<file path="config.mk">
export PLATFORM = sky130hd
export DESIGN_NAME = ioctl_rom_arbiter_flat
export DESIGN_NICKNAME = d
export VERILOG_FILES = /design/src/rtl/ioctl_rom_arbiter_pkg.sv /design/src/rtl/ioctl_rom_arbiter_if.sv /design/src/rtl/ioctl_rom_arbiter_reset_stretch.sv /design/src/rtl/ioctl_rom_arbiter.sv /design/src/flat_wrapper.sv
export SDC_FILE = /design/constraint.sdc
export NUM_CORES = 1
export LEC_CHECK = 0
export BUFFER_PORTS_ARGS = -buffer_cell sky130_fd_sc_hd__buf_2
export CELL_PAD_IN_SITES_DETAIL_PLACEMENT = 0
export CELL_PAD_IN_SITES_GLOBAL_PLACEMENT = 1
export CORE_MARGIN = 2
export CORE_UTILIZATION = 32
export DETAILED_ROUTE_END_ITERATION = 16
export PLACE_DENSITY = 0.85
export SETUP_SLACK_MARGIN = 0.5
export SYNTH_ARGS = -nofsm -noshare
export SYNTH_HDL_FRONTEND = slang
export SYNTH_HIERARCHICAL = 1
export SYNTH_SLANG_ARGS = --single-unit
</file>
<file path="constraint.sdc">
create_clock -name clk_sys -period 2.6 [get_ports clk_sys]
set_input_delay 0.39 -clock clk_sys [delete_from_list [all_inputs] [get_ports clk_sys]]
set_output_delay 0.39 -clock clk_sys [all_outputs]
set_load 0.05 [all_outputs]
</file>
<file path="src/rtl/ioctl_rom_arbiter_pkg.sv">
// Shared types for the ROM download / read arbiter.
// Holds the FSM state encoding, the download target index of the ROM, and requester ids.
// No logic; imported by every file of the block.
package ioctl_rom_arbiter_pkg;

    typedef enum logic [1:0] {
        BOOT = 2'd0,
        LOAD = 2'd1,
        HOLD = 2'd2,
        RUN  = 2'd3
    } state_e;

    typedef enum logic {
        CPU = 1'b0,
        GFX = 1'b1
    } req_id_e;

    // ioctl_index value that targets the game ROM
    localparam logic [7:0] ROM_INDEX = 8'd0;

    // Round-robin successor: after serving one requester, favour the other
    function automatic req_id_e other_req(input req_id_e id);
        return (id == CPU) ? GFX : CPU;
    endfunction

endpackage

</file>
<file path="src/rtl/ioctl_rom_arbiter_if.sv">
// Bundle of download, requester and ROM-port signals for ioctl_rom_arbiter.
// master = surrounding system (download source, requesters, RAM); slave = the arbiter.
// checksum exists only when ROM_CHECKSUM_EN is defined.
interface ioctl_rom_arbiter_if #(
    parameter int AW = 16
);
    logic          user_reset;
    logic          ioctl_download;
    logic [7:0]    ioctl_index;
    logic          ioctl_wr;
    logic [24:0]   ioctl_addr;
    logic [7:0]    ioctl_dout;

    logic          cpu_req;
    logic [AW-1:0] cpu_addr;
    logic          cpu_ack;
    logic [7:0]    cpu_data;

    logic          gfx_req;
    logic [AW-1:0] gfx_addr;
    logic          gfx_ack;
    logic [7:0]    gfx_data;

    logic [AW-1:0] mem_addr;
    logic          mem_we;
    logic [7:0]    mem_din;
    logic [7:0]    mem_dout;

    logic          core_reset;
    logic          rom_loaded;
`ifdef ROM_CHECKSUM_EN
    logic [7:0]    checksum;
`endif

    modport master (
        output user_reset, ioctl_download, ioctl_index, ioctl_wr, ioctl_addr, ioctl_dout,
        output cpu_req, cpu_addr, gfx_req, gfx_addr, mem_dout,
        input  cpu_ack, cpu_data, gfx_ack, gfx_data,
        input  mem_addr, mem_we, mem_din, core_reset, rom_loaded
`ifdef ROM_CHECKSUM_EN
        , input checksum
`endif
    );

    modport slave (
        input  user_reset, ioctl_download, ioctl_index, ioctl_wr, ioctl_addr, ioctl_dout,
        input  cpu_req, cpu_addr, gfx_req, gfx_addr, mem_dout,
        output cpu_ack, cpu_data, gfx_ack, gfx_data,
        output mem_addr, mem_we, mem_din, core_reset, rom_loaded
`ifdef ROM_CHECKSUM_EN
        , output checksum
`endif
    );

endinterface

</file>
<file path="src/rtl/ioctl_rom_arbiter_reset_stretch.sv">
// Hold counter that keeps the core in reset for RST_HOLD cycles.
// load restarts the count; count decrements by one per cycle down to zero.
// done flags the cycle in which the count reaches zero (count is at 1 or already 0).
module reset_stretch #(
    parameter int RST_HOLD = 16
) (
    input  logic clk_i,
    input  logic reset_i,
    input  logic load_i,
    input  logic count_i,
    output logic done_o
);
    // one spare code so RST_HOLD = 0 still yields a legal width
    localparam int CW = $clog2(RST_HOLD + 2);

    logic [CW-1:0] cnt_q;
    logic [CW-1:0] cnt_d;

    // next count: reload wins over decrement, saturate at zero
    always_comb begin
        cnt_d = cnt_q;
        if (load_i) begin
            cnt_d = CW'(RST_HOLD);
        end else if (count_i && (cnt_q != '0)) begin
            cnt_d = cnt_q - CW'(1);
        end
    end

    // count register
    always_ff @(posedge clk_i) begin
        if (reset_i) begin
            cnt_q <= '0;
        end else begin
            cnt_q <= cnt_d;
        end
    end

    // independent of count_i so the FSM can use it without a combinational loop
    assign done_o = (cnt_q <= CW'(1));

endmodule

</file>
<file path="src/rtl/ioctl_rom_arbiter.sv">
// Loads the game ROM from ioctl downloads, then shares its read port between CPU and video round-robin.
// Latency: download bytes reach the ROM port combinationally; a granted read is acked the next cycle.
// Backpressure: requesters hold req until ack; one read in flight, so one read per two cycles. Option: ROM_CHECKSUM_EN.
module ioctl_rom_arbiter
    import ioctl_rom_arbiter_pkg::*;
#(
    parameter int AW       = 16,
    parameter int RST_HOLD = 16
) (
    input  logic               clk_sys,
    input  logic               reset,
    ioctl_rom_arbiter_if.slave bus
);

    state_e        state_q, state_d;
    logic          rom_loaded_q;
    req_id_e       ptr_q;
    req_id_e       gnt_id;
    logic          cpu_ack_q, gfx_ack_q;
    logic [7:0]    cpu_data_q, gfx_data_q;
    logic [7:0]    cpu_data_d, gfx_data_d;
    logic [AW-1:0] mem_addr_q, mem_addr_d;

    logic          addr_fits;
    logic          wr_accept;
    logic          busy;
    logic          grant;
    logic          hold_load, hold_count, hold_done, loaded_set;

    // bytes beyond the ROM window are dropped, not wrapped
    assign addr_fits = ((32'(bus.ioctl_addr) >> AW) == 32'd0);
    assign wr_accept = !reset && (state_q == LOAD) && bus.ioctl_wr &&
                       (bus.ioctl_index == ROM_INDEX) && addr_fits;

    // the cycle after a grant carries the ack, so it never grants
    assign busy  = cpu_ack_q || gfx_ack_q;
    assign grant = !reset && (state_q == RUN) && !busy && (bus.cpu_req || bus.gfx_req);

    // requester choice: a lone requester wins, contention goes to the pointer
    always_comb begin
        gnt_id = ptr_q;
        if (bus.cpu_req && !bus.gfx_req) begin
            gnt_id = CPU;
        end else if (bus.gfx_req && !bus.cpu_req) begin
            gnt_id = GFX;
        end
    end

    // ROM port address: download write, read grant, otherwise hold the last address
    always_comb begin
        mem_addr_d = mem_addr_q;
        if (wr_accept) begin
            mem_addr_d = bus.ioctl_addr[AW-1:0];
        end else if (grant) begin
            mem_addr_d = (gnt_id == CPU) ? bus.cpu_addr : bus.gfx_addr;
        end
    end

    // FSM next state and hold-counter control
    always_comb begin
        state_d    = state_q;
        hold_load  = 1'b0;
        hold_count = 1'b0;
        loaded_set = 1'b0;
        case (state_q)
            BOOT: begin
                if (bus.ioctl_download) state_d = LOAD;
            end
            LOAD: begin
                if (!bus.ioctl_download) begin
                    state_d    = HOLD;
                    hold_load  = 1'b1;
                    loaded_set = 1'b1;
                end
            end
            HOLD: begin
                if (bus.ioctl_download) begin
                    state_d = LOAD;
                end else if (bus.user_reset) begin
                    hold_load = 1'b1;
                end else begin
                    hold_count = 1'b1;
                    if (hold_done) state_d = RUN;
                end
            end
            RUN: begin
                if (bus.ioctl_download) begin
                    state_d = LOAD;
                end else if (bus.user_reset) begin
                    state_d   = HOLD;
                    hold_load = 1'b1;
                end
            end
            default: state_d = BOOT;
        endcase
    end

    reset_stretch #(
        .RST_HOLD (RST_HOLD)
    ) u_reset_stretch (
        .clk_i   (clk_sys),
        .reset_i (reset),
        .load_i  (hold_load),
        .count_i (hold_count),
        .done_o  (hold_done)
    );

    // RAM output is valid in the ack cycle; the register keeps it until the next ack
    assign cpu_data_d = cpu_ack_q ? bus.mem_dout : cpu_data_q;
    assign gfx_data_d = gfx_ack_q ? bus.mem_dout : gfx_data_q;

    // state, sticky loaded flag, ack/data, pointer and address hold
    always_ff @(posedge clk_sys) begin
        if (reset) begin
            state_q      <= BOOT;
            rom_loaded_q <= 1'b0;
            ptr_q        <= CPU;
            cpu_ack_q    <= 1'b0;
            gfx_ack_q    <= 1'b0;
            cpu_data_q   <= '0;
            gfx_data_q   <= '0;
            mem_addr_q   <= '0;
        end else begin
            state_q    <= state_d;
            if (loaded_set) rom_loaded_q <= 1'b1;
            // a download starting in the grant cycle aborts the read: no ack
            cpu_ack_q  <= grant && (gnt_id == CPU) && (state_d != LOAD);
            gfx_ack_q  <= grant && (gnt_id == GFX) && (state_d != LOAD);
            cpu_data_q <= cpu_data_d;
            gfx_data_q <= gfx_data_d;
            mem_addr_q <= mem_addr_d;
            if (grant) ptr_q <= other_req(gnt_id);
        end
    end

    assign bus.mem_addr   = mem_addr_d;
    assign bus.mem_we     = wr_accept;
    assign bus.mem_din    = bus.ioctl_dout;
    assign bus.cpu_ack    = cpu_ack_q;
    assign bus.gfx_ack    = gfx_ack_q;
    assign bus.cpu_data   = cpu_data_d;
    assign bus.gfx_data   = gfx_data_d;
    assign bus.rom_loaded = rom_loaded_q;
    // download or user reset request pulls the core into reset in the same cycle
    assign bus.core_reset = (state_q != RUN) || bus.ioctl_download || bus.user_reset;

`ifdef ROM_CHECKSUM_EN
    logic       dl_q;
    logic [7:0] checksum_q;

    // checksum restarts on each new download and sums only bytes written to the ROM
    always_ff @(posedge clk_sys) begin
        if (reset) begin
            dl_q       <= 1'b0;
            checksum_q <= '0;
        end else begin
            dl_q <= bus.ioctl_download;
            if (bus.ioctl_download && !dl_q) begin
                checksum_q <= '0;
            end else if (wr_accept) begin
                checksum_q <= checksum_q + bus.ioctl_dout;
            end
        end
    end

    assign bus.checksum = checksum_q;
`else
    // no checksum port or logic in this build
`endif

endmodule

</file>
<file path="src/flat_wrapper.sv">
// flat-port wrapper written by rule: the top's interface ports become plain ports
module ioctl_rom_arbiter_flat import ioctl_rom_arbiter_pkg::*;
#(
    parameter int AW       = 16,
    parameter int RST_HOLD = 16
)
  (clk_sys, reset, bus_user_reset, bus_ioctl_download, bus_ioctl_index, bus_ioctl_wr, bus_ioctl_addr, bus_ioctl_dout, bus_cpu_req, bus_cpu_addr, bus_gfx_req, bus_gfx_addr, bus_mem_dout, bus_cpu_ack, bus_cpu_data, bus_gfx_ack, bus_gfx_data, bus_mem_addr, bus_mem_we, bus_mem_din, bus_core_reset, bus_rom_loaded);
  ioctl_rom_arbiter_if #(.AW(AW)) bus_i ();
  input  logic clk_sys;
  input  logic reset;
  input wire logic [$bits(bus_i.user_reset)-1:0] bus_user_reset;
  input wire logic [$bits(bus_i.ioctl_download)-1:0] bus_ioctl_download;
  input wire logic [$bits(bus_i.ioctl_index)-1:0] bus_ioctl_index;
  input wire logic [$bits(bus_i.ioctl_wr)-1:0] bus_ioctl_wr;
  input wire logic [$bits(bus_i.ioctl_addr)-1:0] bus_ioctl_addr;
  input wire logic [$bits(bus_i.ioctl_dout)-1:0] bus_ioctl_dout;
  input wire logic [$bits(bus_i.cpu_req)-1:0] bus_cpu_req;
  input wire logic [$bits(bus_i.cpu_addr)-1:0] bus_cpu_addr;
  input wire logic [$bits(bus_i.gfx_req)-1:0] bus_gfx_req;
  input wire logic [$bits(bus_i.gfx_addr)-1:0] bus_gfx_addr;
  input wire logic [$bits(bus_i.mem_dout)-1:0] bus_mem_dout;
  output wire logic [$bits(bus_i.cpu_ack)-1:0] bus_cpu_ack;
  output wire logic [$bits(bus_i.cpu_data)-1:0] bus_cpu_data;
  output wire logic [$bits(bus_i.gfx_ack)-1:0] bus_gfx_ack;
  output wire logic [$bits(bus_i.gfx_data)-1:0] bus_gfx_data;
  output wire logic [$bits(bus_i.mem_addr)-1:0] bus_mem_addr;
  output wire logic [$bits(bus_i.mem_we)-1:0] bus_mem_we;
  output wire logic [$bits(bus_i.mem_din)-1:0] bus_mem_din;
  output wire logic [$bits(bus_i.core_reset)-1:0] bus_core_reset;
  output wire logic [$bits(bus_i.rom_loaded)-1:0] bus_rom_loaded;
  assign bus_i.user_reset = bus_user_reset;
  assign bus_i.ioctl_download = bus_ioctl_download;
  assign bus_i.ioctl_index = bus_ioctl_index;
  assign bus_i.ioctl_wr = bus_ioctl_wr;
  assign bus_i.ioctl_addr = bus_ioctl_addr;
  assign bus_i.ioctl_dout = bus_ioctl_dout;
  assign bus_i.cpu_req = bus_cpu_req;
  assign bus_i.cpu_addr = bus_cpu_addr;
  assign bus_i.gfx_req = bus_gfx_req;
  assign bus_i.gfx_addr = bus_gfx_addr;
  assign bus_i.mem_dout = bus_mem_dout;
  assign bus_cpu_ack = bus_i.cpu_ack;
  assign bus_cpu_data = bus_i.cpu_data;
  assign bus_gfx_ack = bus_i.gfx_ack;
  assign bus_gfx_data = bus_i.gfx_data;
  assign bus_mem_addr = bus_i.mem_addr;
  assign bus_mem_we = bus_i.mem_we;
  assign bus_mem_din = bus_i.mem_din;
  assign bus_core_reset = bus_i.core_reset;
  assign bus_rom_loaded = bus_i.rom_loaded;
  ioctl_rom_arbiter #(.AW(AW), .RST_HOLD(RST_HOLD)) u_core (.clk_sys(clk_sys), .reset(reset), .bus(bus_i));
endmodule
</file>
-- Word-level counts from Yosys, hierarchy flattened
Cells that the tools add are included.
- add/sub/neg operators: 1
- multipliers: 0
- divide/modulo/power cells: 0
- $lt $le $gt $ge: 1
- equal/unequal tests: 5
- shift operators: 0
- mux-type cells: 26
- bitwise operators: 1
- reduce and logical (&&, ||, !) cells: 29
- operators with widths (kind ; count):
    $mux W16 ; 3
    $logic_not A32 Y1 ; 1
    $mux W8 ; 2
    $logic_and A1 B1 Y1 ; 14
    $mux W2 ; 7
    $mux W1 ; 10
    $mux W5 ; 2
    $logic_not A8 Y1 ; 1
    $pmux W2 S4 ; 1
    $le A5 B1 Y1 const B ; 1
    $reduce_bool A5 Y1 ; 1
    $sub A5 B1 Y5 const B ; 1
    $eq A2 B2 Y1 const B ; 2
    $logic_not A1 Y1 ; 4
    $logic_or A1 B1 Y1 ; 4
    $reduce_or A2 Y1 ; 2
    $eq A2 B1 Y1 const B ; 1
    $logic_not A2 Y1 ; 1
    $ne A2 B1 Y1 const B ; 1
    $ne A2 B2 Y1 const B ; 1
    $pmux W1 S2 ; 1
    $reduce_bool A2 Y1 ; 1
    $not A1 Y1 ; 1
- register bits after elaboration: 43
- bits in latches: 0
- bits in writable memories: 0
- ROM bits: 0
- input bits: 88
- output and inout port bits: 45
- logic and storage cells: 73
- memories kept: 0

-- Logic depth before layout (Yosys ltp)
- word-level depth: 7
- mapped depth: 8

-- By module
Netlist, hierarchy kept.
- by module, submodules not included (module ; instances ; cells an instance ; area each (µm²) ; seq. area each (µm²)):
    ioctl_rom_arbiter ; 1 ; 279 ; 2429.8 ; 760.7
    reset_stretch ; 1 ; 32 ; 277.8 ; 100.1

-- Worst setup path after synthesis
Ideal clock, no wire load.
- path type: input to output
- start: input reset
- end: output bus_mem_addr[10]
- data arrival time: 2.399 ns
- data required time: 2.210 ns
- path slack: -0.189 ns
- stages: 7
- path buffers: 3
- cell sequence: buf_2 nor4_1 nand4_1 or2_1 buf_6 buf_2 a21oi_1
- word-level cells in the longest chain between the ends: 6
- ends and longest elaborated chain (item ; line ; source):
    start, declared ; flat_wrapper.sv:10 ; input logic reset;
    $logic_not A1 Y1 (*) ; ioctl_rom_arbiter.sv:32, ioctl_rom_arbiter.sv:37 ;
    $logic_and A1 B1 Y1, on equally long branches (3 in series) ; ioctl_rom_arbiter.sv:37, ioctl_rom_arbiter.sv:32 ;
    $mux W16 or $logic_and A1 B1 Y1 (tied branches) ; ioctl_rom_arbiter.sv:54, ioctl_rom_arbiter.sv:33 ;
    $mux W16 (*) ; ioctl_rom_arbiter.sv:52 ; if (wr_accept) begin
    end, declared ; flat_wrapper.sv:26 ; output wire logic [$bits(bus_i.mem_addr)-1:0] bus_mem_addr;
Every way passes the cells marked *; elsewhere a longest branch is shown, timed or not.

-- Worst setup path in the final report
- start: register u_core.state_q[1]
- end: output bus_mem_addr[0]
- word-level cells in the longest chain between the ends: 6
- ends and longest elaborated chain (item ; line ; source):
    start, declared ; ioctl_rom_arbiter.sv:15 ; state_e state_q, state_d;
    start signal, assigned ; ioctl_rom_arbiter.sv:124 ; state_q <= state_d;
    $eq A2 B2 Y1 or $eq A2 B1 Y1 (tied branches) ; ioctl_rom_arbiter.sv:37, ioctl_rom_arbiter.sv:32 ;
    $logic_and A1 B1 Y1, on equally long branches (3 in series) ; ioctl_rom_arbiter.sv:37, ioctl_rom_arbiter.sv:32 ;
    $mux W16 or $logic_and A1 B1 Y1 (tied branches) ; ioctl_rom_arbiter.sv:54, ioctl_rom_arbiter.sv:33 ;
    $mux W16 (*) ; ioctl_rom_arbiter.sv:52 ;
Marked as above.

==> metrics <==
CP Launch Type=register; ranking of synthesized cells by area=dfxtp_1 (32%), mux2_2 (6.7%), nor2b_1 (6.5%); area leader, netlist=dfxtp_1; Routed Antenna Nets=0; Final Hold Vio Count=0; number of port buffers=116; Sum Neg Setup Slack=0 ns; LEAKAGE=1.749 nW; final WL=8511 um; WL per Instance=16.09 um; slack of the critical path=0.1374 ns; status=complete, no violations; antenna cells=0; Worst-Skew Late Latency=0.29 ns; RSZ-0062 raised after global routing=yes; Crit Path Class=register to output pin; crit end category=output pin; Pins Over Slew Limit=0; Via density=5.363; Most used DFF post-synth=dfxtp_1; Max Clk Rate=406.1 MHz; post-synthesis cell count=311; Root Driver=clkbuf_8; layout cells sized above 1=55.90%; drc violations=0; CTS buffer count=5; io pins=133; warnings from Yosys=6; CP bufs+invs=2; Distinct cells, synth=43; Final Setup Violations=0; starting density of the core=32.95%; reg2reg end=u_core/u_reset_stretch/cnt_q[3]$_SDFFE_PP0P_; pin count of the biggest net entering global routing=35; Die W=95.99 um; Worst Path Arrival=2.07 ns; CTS clk-pin slew, worst paths=0.09 ns; GP Congestion=0.7863; Hold Crit Class=input port to register; period utilization=94.71%; Peak VDD IR=0.2541 mV; cts hold-fix bufs=0; Syn Nets=401; CP top delay family=simple AND/OR/NAND/NOR gates; number of synthesized flops with an enable pin=0; initial antenna violation count=0; commonest non-fill, non-tap cell in the layout=buf_2; Synth top area share=31.79%; Max-Cap Viols=0; post-layout min period=2.463 ns; die area=9213 um^2; Cell Chain, Critical Path=nand2b_4 -> or4_4 -> or2_4 -> buf_12 -> a21oi_4 -> buf_8; vias in the first global route=2753; CTS tree=yes; Area growth syn-to-layout=54.94%; Seq cells post-synth=43; FF-to-FF path depth=6; Hold Path End=u_core/ptr_q$_SDFFE_PP0P_; worst slew pin tran=0.9470 ns; ys async rst share=0%; GRT Resource Usage Total=18.56%; clk buf depth=2; vias=2837; die height=95.99 um; CP max stage delay=0.48 ns; grt total ovfl=0; DPL Wire Length=5973 um; Reg2Reg Setup Slack=0.73 ns; Clock Sinks=43; worst hold stages=2; Setup Skew=0.005706 ns; relative slew slack=36.80%; total iterations of the first detailed-routing run=4; Critical-path top delay cell=or4_4; Final nets=513; post-route cell area=4195 um^2; most frequent cells in the layout=buf_2 (99), dfxtp_1 (38), nor2b_1 (28); Seq/Total Area, Yosys=31.79%; deepest level of the CTS H-tree=2; Setup WS pre-CTS=0.1927 ns; Post-DP Area=3650 um^2; row count=33; CP required=2.21 ns; hold path startpoint=bus_gfx_req; Power Density=342.4 nW/um^2; Core Region=8217 um^2; Fill cells=747; wire length of the first global-routing pass=13430 um; Reg-to-Reg Start=u_core/state_q[1]$_SDFF_PP0_; Post-Syn Area=2708 um^2; Synth Area per Inst=8.706 um^2; DRT iter0 DRCs=121; CP Max Fanout=7
-- synthesized netlist by cell type (11+ instances only) --
library cell / count
a21oi_1: 20
a211oi_2: 13
a221oi_1: 11
clkbuf_1: 19
a21boi_0: 14
nor2b_1: 28
a41o_1: 11
o21ai_0: 11
nand3b_1: 11
nor2_1: 11
mux2_2: 16
nand2_1: 18
dfxtp_1: 43
nor3_1: 18
-- cell families after synthesis --
kind of cell | synth area share (%)
simple gates | 22.46
flops | 31.79
compound gates | 29.25
buf+inv | 8.549
mux | 7.024
fa+ha+maj | 0.9241
-- flip-flops by register name (all words and copies together), names as in the netlist --
| name | count |
|---|---|
| u_core/cpu_data_q | 8 |
| u_core/bus.cpu_ack | 1 |
| u_core/u_reset_stretch/cnt_q | 5 |
| u_core/bus.rom_loaded | 1 |
| u_core/state_q | 2 |
| u_core/gfx_data_q | 8 |
| u_core/mem_addr_q | 16 |
| u_core/ptr_q | 1 |
| u_core/bus.gfx_ack | 1 |
-- metrics by stage --
step | hold slack [ns] | util (%) | total power, W | std cells
2_1_floorplan | 0.4591 | - | 0.0008261 | 311
6_report | 0.3700 | 51.06 | 0.001436 | 529
5_1_grt | 0.3697 | 51.06 | 0.001511 | 529
3_5_place_dp | 0.4768 | 44.42 | 0.0008856 | 516
4_1_cts | 0.3479 | 50.36 | 0.001450 | 528
3_3_place_gp | 0.4580 | 44.42 | 0.0008825 | 516
-- worst max-delay path by stage --
| stage | endpoint | cells after the start | slack [ns] | start |
|---|---|---|---|---|
| after floorplan | bus_mem_addr[10] | 7 | 0.28 | u_core/state_q[1]$_SDFF_PP0_ |
| after global placement | bus_mem_addr[0] | 7 | 0.21 | bus_ioctl_index[1] |
| after detailed placement | bus_mem_addr[10] | 7 | 0.19 | bus_ioctl_index[1] |
| after CTS | bus_mem_addr[0] | 6 | 0.15 | u_core/state_q[1]$_SDFF_PP0_ |
| after global routing | bus_mem_addr[0] | 6 | 0.09 | u_core/state_q[1]$_SDFF_PP0_ |
| final | bus_mem_addr[0] | 6 | 0.14 | u_core/state_q[1]$_SDFF_PP0_ |
-- layer usage --
| layer | up-vias | global-route usage [%] | wire length, um |
|---|---|---|---|
| met1 | 1360 | 23.24 | 3566 |
| li1 | 1374 | - | - |
| met2 | 91 | 32.29 | 4252 |
| met3 | 12 | 3.524 | 566 |
| met5 | - | 0 | 0 |
| met4 | 0 | 5.238 | 126 |
-- timing repair --
| item | CTS | global route |
|---|---|---|
| cloned | 2 | 0 |
| hold endpoints to repair | 0 | 0 |
| pin swaps | 2 | 5 |
| endpoints found under the setup margin | 17 | 17 |
| resized for setup | 70 | 9 |
| setup buffers | 2 | 1 |
-- final cells by class --
| cell class | instances | area (um^2) | share of cell area, % |
|---|---|---|---|
| well taps | 105 | 131.4 | 3.132 |
| flip-flops and latches | 43 | 874.6 | 20.85 |
| multi-input cells | 224 | 2063 | 49.18 |
| repair buffers | 143 | 980.9 | 23.38 |
| clock inverters | 2 | 35.03 | 0.8351 |
| inverters | 6 | 27.53 | 0.6561 |
| clock buffers | 6 | 82.58 | 1.968 |
-- where the power goes --
part           internal, W  total, W  switching (W)
clock network     0.000311  0.000543       0.000232
registers         0.000661  0.000667     0.00000574
logic             0.000101  0.000227       0.000126
total              0.00107   0.00144       0.000363
No activity file was read; power rests on OpenSTA's default activity.
